$ cat src/rtl/rcu_pkt_pkg.sv
// Shared types for the packet receive control unit: FSM states and error codes.
package rcu_pkt_pkg;

    localparam int unsigned EOP_CNT_W = 3;

    typedef enum logic [3:0] {
        ST_IDLE,
        ST_SYNC,
        ST_READ,
        ST_WRITE,
        ST_EOP_CHK,
        ST_DONE_WAIT,
        ST_ERR,
        ST_ERR_EOP,
        ST_EIDLE
    } state_e;

    typedef enum logic [2:0] {
        ERR_NONE      = 3'd0,
        ERR_BAD_SYNC  = 3'd1,
        ERR_EARLY_EOP = 3'd2,
        ERR_BAD_EOP   = 3'd3,
        ERR_OVERFLOW  = 3'd4
    } err_code_e;

endpackage

$ cat src/rtl/rcu_pkt_flex_counter.sv
// Saturating up-counter with synchronous clear; holds once it reaches sat_val_i.
module rcu_pkt_flex_counter #(
    parameter int unsigned W = 4
) (
    input  logic         clk,
    input  logic         n_rst,
    input  logic         clear_i,
    input  logic         count_en_i,
    input  logic [W-1:0] sat_val_i,
    output logic [W-1:0] count_o
);

    logic [W-1:0] count_q;
    logic [W-1:0] count_d;

    always_comb begin
        count_d = count_q;
        if (clear_i) begin
            count_d = '0;
        end else if (count_en_i && (count_q != sat_val_i)) begin
            count_d = count_q + W'(1);
        end
    end

    always_ff @(posedge clk or negedge n_rst) begin
        if (!n_rst) begin
            count_q <= '0;
        end else begin
            count_q <= count_d;
        end
    end

    assign count_o = count_q;

endmodule

$ cat src/rtl/rcu_pkt.sv
// Packet receive control unit: checks sync, hands data bytes to the FIFO,
// validates the EOP and reports the first error cause of a packet.
module rcu_pkt
    import rcu_pkt_pkg::*;
#(
    parameter logic [7:0]  SYNC_BYTE = 8'h80,
    parameter int unsigned MAX_BYTES = 64,
    parameter int unsigned EOP_BITS  = 2,
    localparam int unsigned CNT_W    = $clog2(MAX_BYTES + 1)
) (
    input  logic             clk,
    input  logic             n_rst,
    input  logic             d_edge,
    input  logic             eop,
    input  logic             shift_enable,
    input  logic [7:0]       rcv_data,
    input  logic             byte_received,
    output logic             rcving,
    output logic             w_enable,
    output logic             r_error,
    output logic [2:0]       err_code,
    output logic [CNT_W-1:0] byte_count,
    output logic             pkt_done
);

    state_e                 state_q, state_d;
    err_code_e              err_q, err_d;
    logic [EOP_CNT_W-1:0]   eop_cnt_q, eop_cnt_d;
    logic                   rcving_q, rcving_d;
    logic                   w_enable_q, w_enable_d;
    logic                   r_error_q, r_error_d;
    logic                   pkt_done_q, pkt_done_d;
    logic                   sync_entry_c;

    // Next-state, error capture and the next-cycle view of the Moore outputs.
    always_comb begin
        state_d   = state_q;
        err_d     = err_q;
        eop_cnt_d = eop_cnt_q;

        unique case (state_q)
            ST_IDLE: if (d_edge) state_d = ST_SYNC;
            ST_SYNC: begin
                if (eop) begin
                    state_d = ST_ERR_EOP;
                    err_d   = ERR_EARLY_EOP;
                end else if (byte_received) begin
                    if (rcv_data == SYNC_BYTE) begin
                        state_d = ST_READ;
                    end else begin
                        state_d = ST_ERR;
                        err_d   = ERR_BAD_SYNC;
                    end
                end
            end
            ST_READ: begin
                if (eop) begin
                    state_d = ST_ERR_EOP;
                    err_d   = ERR_EARLY_EOP;
                end else if (byte_received) begin
                    if (byte_count == CNT_W'(MAX_BYTES)) begin
                        state_d = ST_ERR;
                        err_d   = ERR_OVERFLOW;
                    end else begin
                        state_d = ST_WRITE;
                    end
                end
            end
            ST_WRITE: begin
                if (eop) begin
                    state_d = ST_ERR_EOP;
                    err_d   = ERR_EARLY_EOP;
                end else begin
                    state_d = ST_EOP_CHK;
                end
            end
            ST_EOP_CHK: begin
                if (shift_enable) begin
                    if (eop) begin
                        eop_cnt_d = eop_cnt_q + EOP_CNT_W'(1);
                        if (eop_cnt_d == EOP_CNT_W'(EOP_BITS)) state_d = ST_DONE_WAIT;
                    end else if (eop_cnt_q == '0) begin
                        state_d = ST_READ;
                    end else begin
                        state_d = ST_ERR;
                        err_d   = ERR_BAD_EOP;
                    end
                end
            end
            ST_DONE_WAIT: if (d_edge) state_d = ST_IDLE;
            ST_ERR:       if (eop) state_d = ST_ERR_EOP;
            ST_ERR_EOP:   if (!eop && d_edge) state_d = ST_EIDLE;
            ST_EIDLE:     if (d_edge) state_d = ST_SYNC;
            default:      state_d = ST_IDLE;
        endcase

        // A fresh EOP check always starts counting SE0 bits from zero.
        if ((state_d == ST_EOP_CHK) && (state_q != ST_EOP_CHK)) eop_cnt_d = '0;

        sync_entry_c = (state_d == ST_SYNC) && (state_q != ST_SYNC);
        if (sync_entry_c) err_d = ERR_NONE;

        rcving_d   = state_d inside {ST_SYNC, ST_READ, ST_WRITE, ST_EOP_CHK,
                                     ST_DONE_WAIT, ST_ERR, ST_ERR_EOP};
        r_error_d  = state_d inside {ST_ERR, ST_ERR_EOP, ST_EIDLE};
        w_enable_d = (state_d == ST_WRITE);
        pkt_done_d = (state_d == ST_DONE_WAIT) && (state_q != ST_DONE_WAIT);
    end

    always_ff @(posedge clk or negedge n_rst) begin
        if (!n_rst) begin
            state_q    <= ST_IDLE;
            err_q      <= ERR_NONE;
            eop_cnt_q  <= '0;
            rcving_q   <= 1'b0;
            w_enable_q <= 1'b0;
            r_error_q  <= 1'b0;
            pkt_done_q <= 1'b0;
        end else begin
            state_q    <= state_d;
            err_q      <= err_d;
            eop_cnt_q  <= eop_cnt_d;
            rcving_q   <= rcving_d;
            w_enable_q <= w_enable_d;
            r_error_q  <= r_error_d;
            pkt_done_q <= pkt_done_d;
        end
    end

    // Data byte count: cleared on sync entry, bumped as each WRITE cycle completes.
    rcu_pkt_flex_counter #(
        .W(CNT_W)
    ) u_flex_counter (
        .clk        (clk),
        .n_rst      (n_rst),
        .clear_i    (sync_entry_c),
        .count_en_i (state_q == ST_WRITE),
        .sat_val_i  (CNT_W'(MAX_BYTES)),
        .count_o    (byte_count)
    );

    assign rcving   = rcving_q;
    assign w_enable = w_enable_q;
    assign r_error  = r_error_q;
    assign pkt_done = pkt_done_q;
    assign err_code = err_q;

endmodule

$ cat config.mk
export PLATFORM = sky130hd
export DESIGN_NAME = rcu_pkt
export DESIGN_NICKNAME = d
export VERILOG_FILES = /design/src/rtl/rcu_pkt_pkg.sv /design/src/rtl/rcu_pkt_flex_counter.sv /design/src/rtl/rcu_pkt.sv
export SDC_FILE = /design/constraint.sdc
export NUM_CORES = 1
export LEC_CHECK = 0
export BUFFER_PORTS_ARGS = -buffer_cell sky130_fd_sc_hd__buf_2
export CORE_MARGIN = 5
export CORE_UTILIZATION = 41
export CTS_CLUSTER_DIAMETER = 80
export DETAILED_ROUTE_END_ITERATION = 12
export GPL_ROUTABILITY_DRIVEN = 0
export PLACE_DENSITY = 0.72
export SKIP_LAST_GASP = 1
export SYNTH_ARGS = -nofsm -noshare
export SYNTH_HDL_FRONTEND = slang
export SYNTH_SLANG_ARGS = --single-unit
$ cat constraint.sdc
create_clock -name clk -period 2.5 [get_ports clk]
set_clock_uncertainty 0.05 [all_clocks]
set_input_delay 0.125 -clock clk [delete_from_list [all_inputs] [get_ports clk]]
set_output_delay 0.125 -clock clk [all_outputs]
set_load 0.02 [all_outputs]
==> impl_metrics.py, run 1 <==
metrics = {
    "routing": {
        "drt_pre_antenna_iters": 4,
        "drt-total-wl_um": 3090,
        "drcViolationCount": 0,
        "via_count": 1249,
        "drt_first_iter_violations": 47,
        "drt-wirelength-per-cell_um": 13.4,
        "route.detailed.vias_per_inst": 5.43,
        "ant_nets": 0,
    },
    "floorplanning": {
        "floorplan.die.width_um": 67.8,
        "coreArea_mm2": 0.00328,
        "num_rows": 21,
        "dieArea_mm2": 0.00460,
        "floorplan.initialDensity_pct": 41.7,
        "die_h_um": 67.8,
        "boundaryPins": 28,
    },
    "cells_and_area": {
        "nFillCells": 326,
        "register_area_um2": 526,
        "antennaDiodeCount": 0,
        "layout_commonest_cell": "buf_2",
        "multiInputGateArea_um2": 757,
        "fraction_of_final_layout_cells_with_drive_strength_greater_than_1_pct": 20.7,
        "final_nets": 204,
        "mostFrequentLayoutCells": "buf_2 (27), dfrtp_1 (21), nor2_1 (16), o21ai_0 (15), inv_1 (13)",
        "flow.area_growth_from_synthesis_pct": 14.4,
    },
    "worst_setup_path": {
        "crit_slowest_cell": "dfrtp_1",
        "timing_worst_setup_path_type": "reg -> reg",
        "cp_cell_sequence": "or3b_4 > a211o_1 > a221oi_1 > o21ai_1 > a22o_1",
        "cp-start-kind": "flip-flop",
        "worstPathRequired_ns": 2.66,
        "worst-path-max-fanout": 15,
        "crit_reg_reg_startpoint": "state_q[2]$_DFF_PN0_",
        "critical_path.max_stage_delay_ns": 0.59,
        "critPathArrivalTime_ns": 2.35,
        "crit_path_start": "state_q[2]$_DFF_PN0_",
        "critPathCaptureType": "flip-flop",
    },
    "timing": {
        "fmaxAchievable_mhz": 456,
        "maxSlewHeadroom_pct": 41.4,
        "timing.final.crit_period_ns": 2.19,
        "finalMaxSlewViolations": 0,
        "finalSetupViolCount": 0,
        "tightest_slew_ns": 0.856,
        "report.final.hold_viol_count": 0,
        "min_period_over_period_pct": 87.6,
        "unrepaired_setup_endpoints_after_global_routing": "false",
        "totalNegativeSetupSlack_ns": 0,
    },
    "logic_synthesis": {
        "mappedNetlistArea_mm2": 0.00137,
        "post_synth_inst_count": 159,
        "synthDistinctLibCells": 48,
        "mappedNetlistNets": 178,
        "avgSynthCellArea_um2": 8.62,
        "ys_seq_area_share_pct": 38.4,
        "ys_warn_count": 0,
        "ys_async_sr_fraction_pct": 100,
        "synth_register_bits": 21,
        "synth_enable_flop_cells": 0,
        "ys_dominant_reg_cell": "dfrtp_1",
    },
    "clock_tree": {
        "postCtsResizedCells": 0,
        "cts_inserted_buffers": 3,
        "cts_tree": "yes",
        "htree_num_levels": 1,
        "tritoncts_num_sinks": 21,
        "clk_transition_reported_paths_ns": 0.11,
        "cts_root_buffer": "clkbuf_4",
        "deepest_clock_path_buffer_count": 2,
        "worst_skew_pair.late_latency_ns": 0.31,
    },
    "pwr": {
        "power_report.internal_total_uw": 894,
        "totalPowerFinal_uw": 1660,
        "sequential_share_of_power_pct": 37.8,
        "power.share.combinational_pct": 52.5,
        "max-vdd-ir-drop_v": 0.000399,
        "power-per-cell-area_mw_per_mm2": 1060,
        "clock_power_share_pct": 9.7,
        "leakage_uw": 0.000727,
        "power_switching_share_pct": 46.0,
        "switching_power_total_uw": 762,
    },
    "grt": {
        "antenna_violations_before_repair": 0,
        "overflow": 0,
        "grt_start_max_net_pins": 22,
        "wire_length_of_the_first_global_routing_pass_um": 5040,
        "grt_util_all_layers_pct": 14.2,
        "via_count_of_the_first_global_routing_pass": 1137,
    },
    "job": {
        "cap_violations": 0,
    },
    "placement": {
        "buffer_ports.inserted": 27,
        "dp_hpwl_um": 2310,
    },
    "worst_hold_path": {
        "timing.hold.worst.start": "byte_received",
        "worst_hold_path_type": "in -> reg",
    },
    "status": {
        "run_status": "finished clean",
    },
}
[worst max-delay path: cells and delay by family, from the launching register on]
kind / cells / cell delay, ns
AND/OR/NAND/NOR: 1 / 0.45
flip-flops: 1 / 0.59
AO/OA/AOI/OAI: 4 / 1.00
[metrics by stage]
stage	hold WS, ns	area (um2)	setup WS, ns	instances	utilization [%]
2_1_floorplan	-0.221	1370	0.618	159	-
3_3_place_gp	0.0560	1530	0.335	225	46.6
3_5_place_dp	0.0581	1530	0.299	225	46.6
4_1_cts	0.104	1570	0.276	230	47.7
5_1_grt	0.119	1570	0.109	230	47.7
6_report	0.119	1570	0.309	230	47.7
[sequential cells by signal (all words and copies together), names as in the netlist]
signal / cells
state_q: 4
r_error: 1
rcving: 1
w_enable: 1
pkt_done: 1
err_code: 3
eop_cnt_q: 3
u_flex_counter.count_o: 7
[area by class of cell]
class	count	area share (%)
flip-flops and latches	21	33.5
inverters	13	3.11
clock buffers	4	1.68
repair buffers	29	9.74
well taps	46	3.67
multi-input cells	117	48.3
[synth_stat cells (3+ instances only)]
library cell,number,share of area [%]
nand2b_1,3,1.4
or3_1,3,1.4
nand3_1,5,1.8
xor2_1,3,1.9
ha_1,5,4.6
clkbuf_1,6,1.6
inv_1,13,3.6
a21oi_1,6,2.2
nand2_1,11,3.0
o21ai_0,15,5.5
nor2_1,16,4.4
nand4_1,4,1.8
nor2b_1,5,2.3
dfrtp_1,21,38
[metal layers]
metal / vias up / track usage, % / share of wire [%]
met5: - / 0 / 0
met4: 0 / 3.23 / 1.1
met3: 6 / 3.83 / 7.7
met2: 49 / 23.6 / 47
met1: 572 / 18.3 / 44
li1: 622 / - / -
[power groups by stage]
stage	clock network [uW]	logic, uW	registers [uW]
floorplan	0	632	648
global placement	0	855	629
detailed placement	0	870	635
CTS	171	875	627
global route	182	968	656
finish	161	870	626
[repair_timing]
item | 4_1_cts | 5_1_grt
hold endpoints to repair | 21 | 0
setup buffers | 0 | 0
hold buffers | 1 | 0
endpoints found under the setup margin | 0 | 0
[path summary, 6_finish.rpt]
path	end	slack (ns)	cells after the start
min in group asynchronous	u_flex_counter.count_o[5]$_DFFE_PN0P_	0.23	2
min	state_q[2]$_DFF_PN0_	0.12	3
max in group asynchronous	eop_cnt_q[1]$_DFFE_PN0P_	1.84	2
min reg2reg	err_code[1]$_DFFE_PN0P_	0.46	1
max reg2reg	err_code[0]$_DFFE_PN0P_	0.31	5
max	err_code[0]$_DFFE_PN0P_	0.31	5
[logic make-up (layout without fill, tap and decap cells)]
group                    Yosys count  after routing  synth area share, %
AO/OA/AOI/OAI                     44             44                 21.8
XOR/XNOR                           5              5                 3.20
AND/OR/NAND/NOR                   63             63                 25.7
adder cells (fa/ha/maj)            5              5                 4.57
flip-flops                        21             21                 38.4
buffers and inverters             21             46                 6.39
No activity file was read; power rests on OpenSTA's default activity.
==> run 2, diff against run 1 <==
--- a/config.mk
+++ b/config.mk
@@ -6,12 +6,13 @@
 export NUM_CORES = 1
 export LEC_CHECK = 0
 export BUFFER_PORTS_ARGS = -buffer_cell sky130_fd_sc_hd__buf_2
+export CORE_ASPECT_RATIO = 0.6
 export CORE_MARGIN = 5
-export CORE_UTILIZATION = 41
+export CORE_UTILIZATION = 27
 export CTS_CLUSTER_DIAMETER = 80
 export DETAILED_ROUTE_END_ITERATION = 12
 export GPL_ROUTABILITY_DRIVEN = 0
-export PLACE_DENSITY = 0.72
+export PLACE_DENSITY = 0.54
 export SKIP_LAST_GASP = 1
 export SYNTH_ARGS = -nofsm -noshare
 export SYNTH_HDL_FRONTEND = slang
==> impl_metrics.py, run 2 (same netlist as run 1, synthesis figures left out) <==
metrics = {
    "grt": {
        "antenna_violations_before_repair": 0,
        "grt_util_all_layers_pct": 10.8,
        "via_count_of_the_first_global_routing_pass": 1091,
        "overflow": 0,
        "wire_length_of_the_first_global_routing_pass_um": 5590,
        "grt_start_max_net_pins": 22,
    },
    "floorplanning": {
        "dieArea_mm2": 0.00665,
        "floorplan.initialDensity_pct": 27.5,
        "floorplan.die.width_um": 102,
        "boundaryPins": 28,
        "die_h_um": 65.2,
        "num_rows": 20,
        "coreArea_mm2": 0.00498,
    },
    "clock_tree": {
        "cts_inserted_buffers": 3,
        "tritoncts_num_sinks": 21,
        "worst_skew_pair.late_latency_ns": 0.27,
        "cts_setup_buffers": 0,
        "clk_transition_reported_paths_ns": 0.09,
        "htree_num_levels": 1,
        "deepest_clock_path_buffer_count": 2,
        "cts_tree": "yes",
        "cts_root_buffer": "clkbuf_8",
    },
    "timing": {
        "fmaxAchievable_mhz": 455,
        "unrepaired_setup_endpoints_after_global_routing": "false",
        "timing.final.crit_period_ns": 2.20,
        "maxSlewHeadroom_pct": 43.5,
        "tightest_slew_ns": 0.827,
        "hold_slack_ns": 0.131,
        "totalNegativeSetupSlack_ns": 0,
        "finalMaxSlewViolations": 0,
        "finalSetupViolCount": 0,
        "min_period_over_period_pct": 88.0,
        "report.final.hold_viol_count": 0,
    },
    "worst_hold_path": {
        "timing.hold.worst.start": "byte_received",
        "worst_hold_path_type": "in -> reg",
    },
    "placement": {
        "buffer_ports.inserted": 27,
        "dp_hpwl_um": 2580,
    },
    "worst_setup_path": {
        "worst_path_dominant_cell_family": "compound AO/OA/AOI/OAI gates",
        "timing_worst_setup_path_type": "reg -> reg",
        "worst-path-max-fanout": 15,
        "cp-start-kind": "flip-flop",
        "worstPathRequired_ns": 2.62,
        "cp_cell_sequence": "or3b_4 > a211o_1 > a221oi_1 > o21ai_1 > a22o_1",
        "critPathArrivalTime_ns": 2.32,
        "critPathCaptureType": "flip-flop",
        "critPathBufInv": 0,
        "crit_reg_reg_startpoint": "state_q[2]$_DFF_PN0_",
        "critical_path.max_stage_delay_ns": 0.60,
        "crit_slowest_cell": "dfrtp_1",
        "crit_path_start": "state_q[2]$_DFF_PN0_",
    },
    "cells_and_area": {
        "layout_commonest_cell": "buf_2",
        "largest_register_ff_count": 7,
        "nFillCells": 530,
        "register_area_um2": 526,
        "mostFrequentLayoutCells": "buf_2 (27), dfrtp_1 (21), nor2_1 (16), o21ai_0 (15), inv_1 (13)",
        "multiInputGateArea_um2": 757,
        "flow.area_growth_from_synthesis_pct": 18.2,
        "antennaDiodeCount": 0,
        "post-route-util_pct": 32.5,
        "fraction_of_final_layout_cells_with_drive_strength_greater_than_1_pct": 21.1,
        "final_nets": 205,
    },
    "routing": {
        "route.detailed.vias_per_inst": 4.89,
        "drt-wirelength-per-cell_um": 14.0,
        "drt_pre_antenna_iters": 4,
        "drt-total-wl_um": 3520,
        "drcViolationCount": 0,
        "via_count": 1227,
        "drt_first_iter_violations": 47,
        "ant_nets": 0,
    },
    "pwr": {
        "leakage_uw": 0.000740,
        "max-vdd-ir-drop_v": 0.000467,
        "power-per-cell-area_mw_per_mm2": 1090,
    },
    "job": {
        "cap_violations": 0,
    },
    "status": {
        "run_status": "finished clean",
    },
}
[run 2: changes by cell type in the layout (fill, tap and decap cells not counted), sizes merged]
| cell | delta |
|---|---|
| buf | +1 |
[run 2: worst paths after layout]
path	end	slack, ns	depth (start not counted)
worst max register to register	err_code[0]$_DFFE_PN0P_	0.30	5
min in group asynchronous	rcving$_DFF_PN0_	0.30	2
worst min register to register	err_code[2]$_DFFE_PN0P_	0.45	1
max in group asynchronous	u_flex_counter.count_o[6]$_DFFE_PN0P_	1.75	2
worst max-delay path	err_code[0]$_DFFE_PN0P_	0.30	5
worst min-delay path	rcving$_DFF_PN0_	0.13	3
[run 2: cell type report]
type | count | share of cell area [%]
Inverter | 13 | 3.01
Timing Repair Buffer | 30 | 9.89
Sequential cell | 21 | 32.5
Tap cell | 66 | 5.10
Multi-Input combinational cell | 117 | 46.8
Clock buffer | 4 | 2.78
[run 2: power breakdown]
part	switching [uW]	internal (uW)	total [uW]
clock network	122	114	236
logic	526	376	901
registers	162	461	623
[run 2: timing repair]
action,4_1_cts,5_1_grt
hold buffers,1,0
hold endpoints to repair,21,0
gates resized for setup,0,0
[run 2: metal layers]
metal / global-route usage (%) / vias to the layer above / share of wire (%)
met4: 1.96 / 0 / 0
li1: - / 622 / -
met3: 2.55 / 0 / 6.0
met1: 17.4 / 565 / 55
met2: 14.2 / 40 / 39
met5: 0 / - / 0
[run 2: worst min-delay path, stage by stage]
cell and delay [ns]:
buf_2 0.12, a211oi_2 0.09, nand3_1 0.08
[run 2: per-stage QoR]
| stage | total power [uW] | std cells | instance area (um2) | worst slack [ns] |
|---|---|---|---|---|
| 3_5_place_dp | 1520 | 246 | 1560 | 0.340 |
| 5_1_grt | 1900 | 251 | 1620 | 0.153 |
| 2_1_floorplan | 1280 | 159 | 1370 | 0.618 |
| 6_report | 1760 | 251 | 1620 | 0.300 |
| 3_3_place_gp | 1520 | 246 | 1560 | 0.340 |
| 4_1_cts | 1760 | 251 | 1620 | 0.334 |
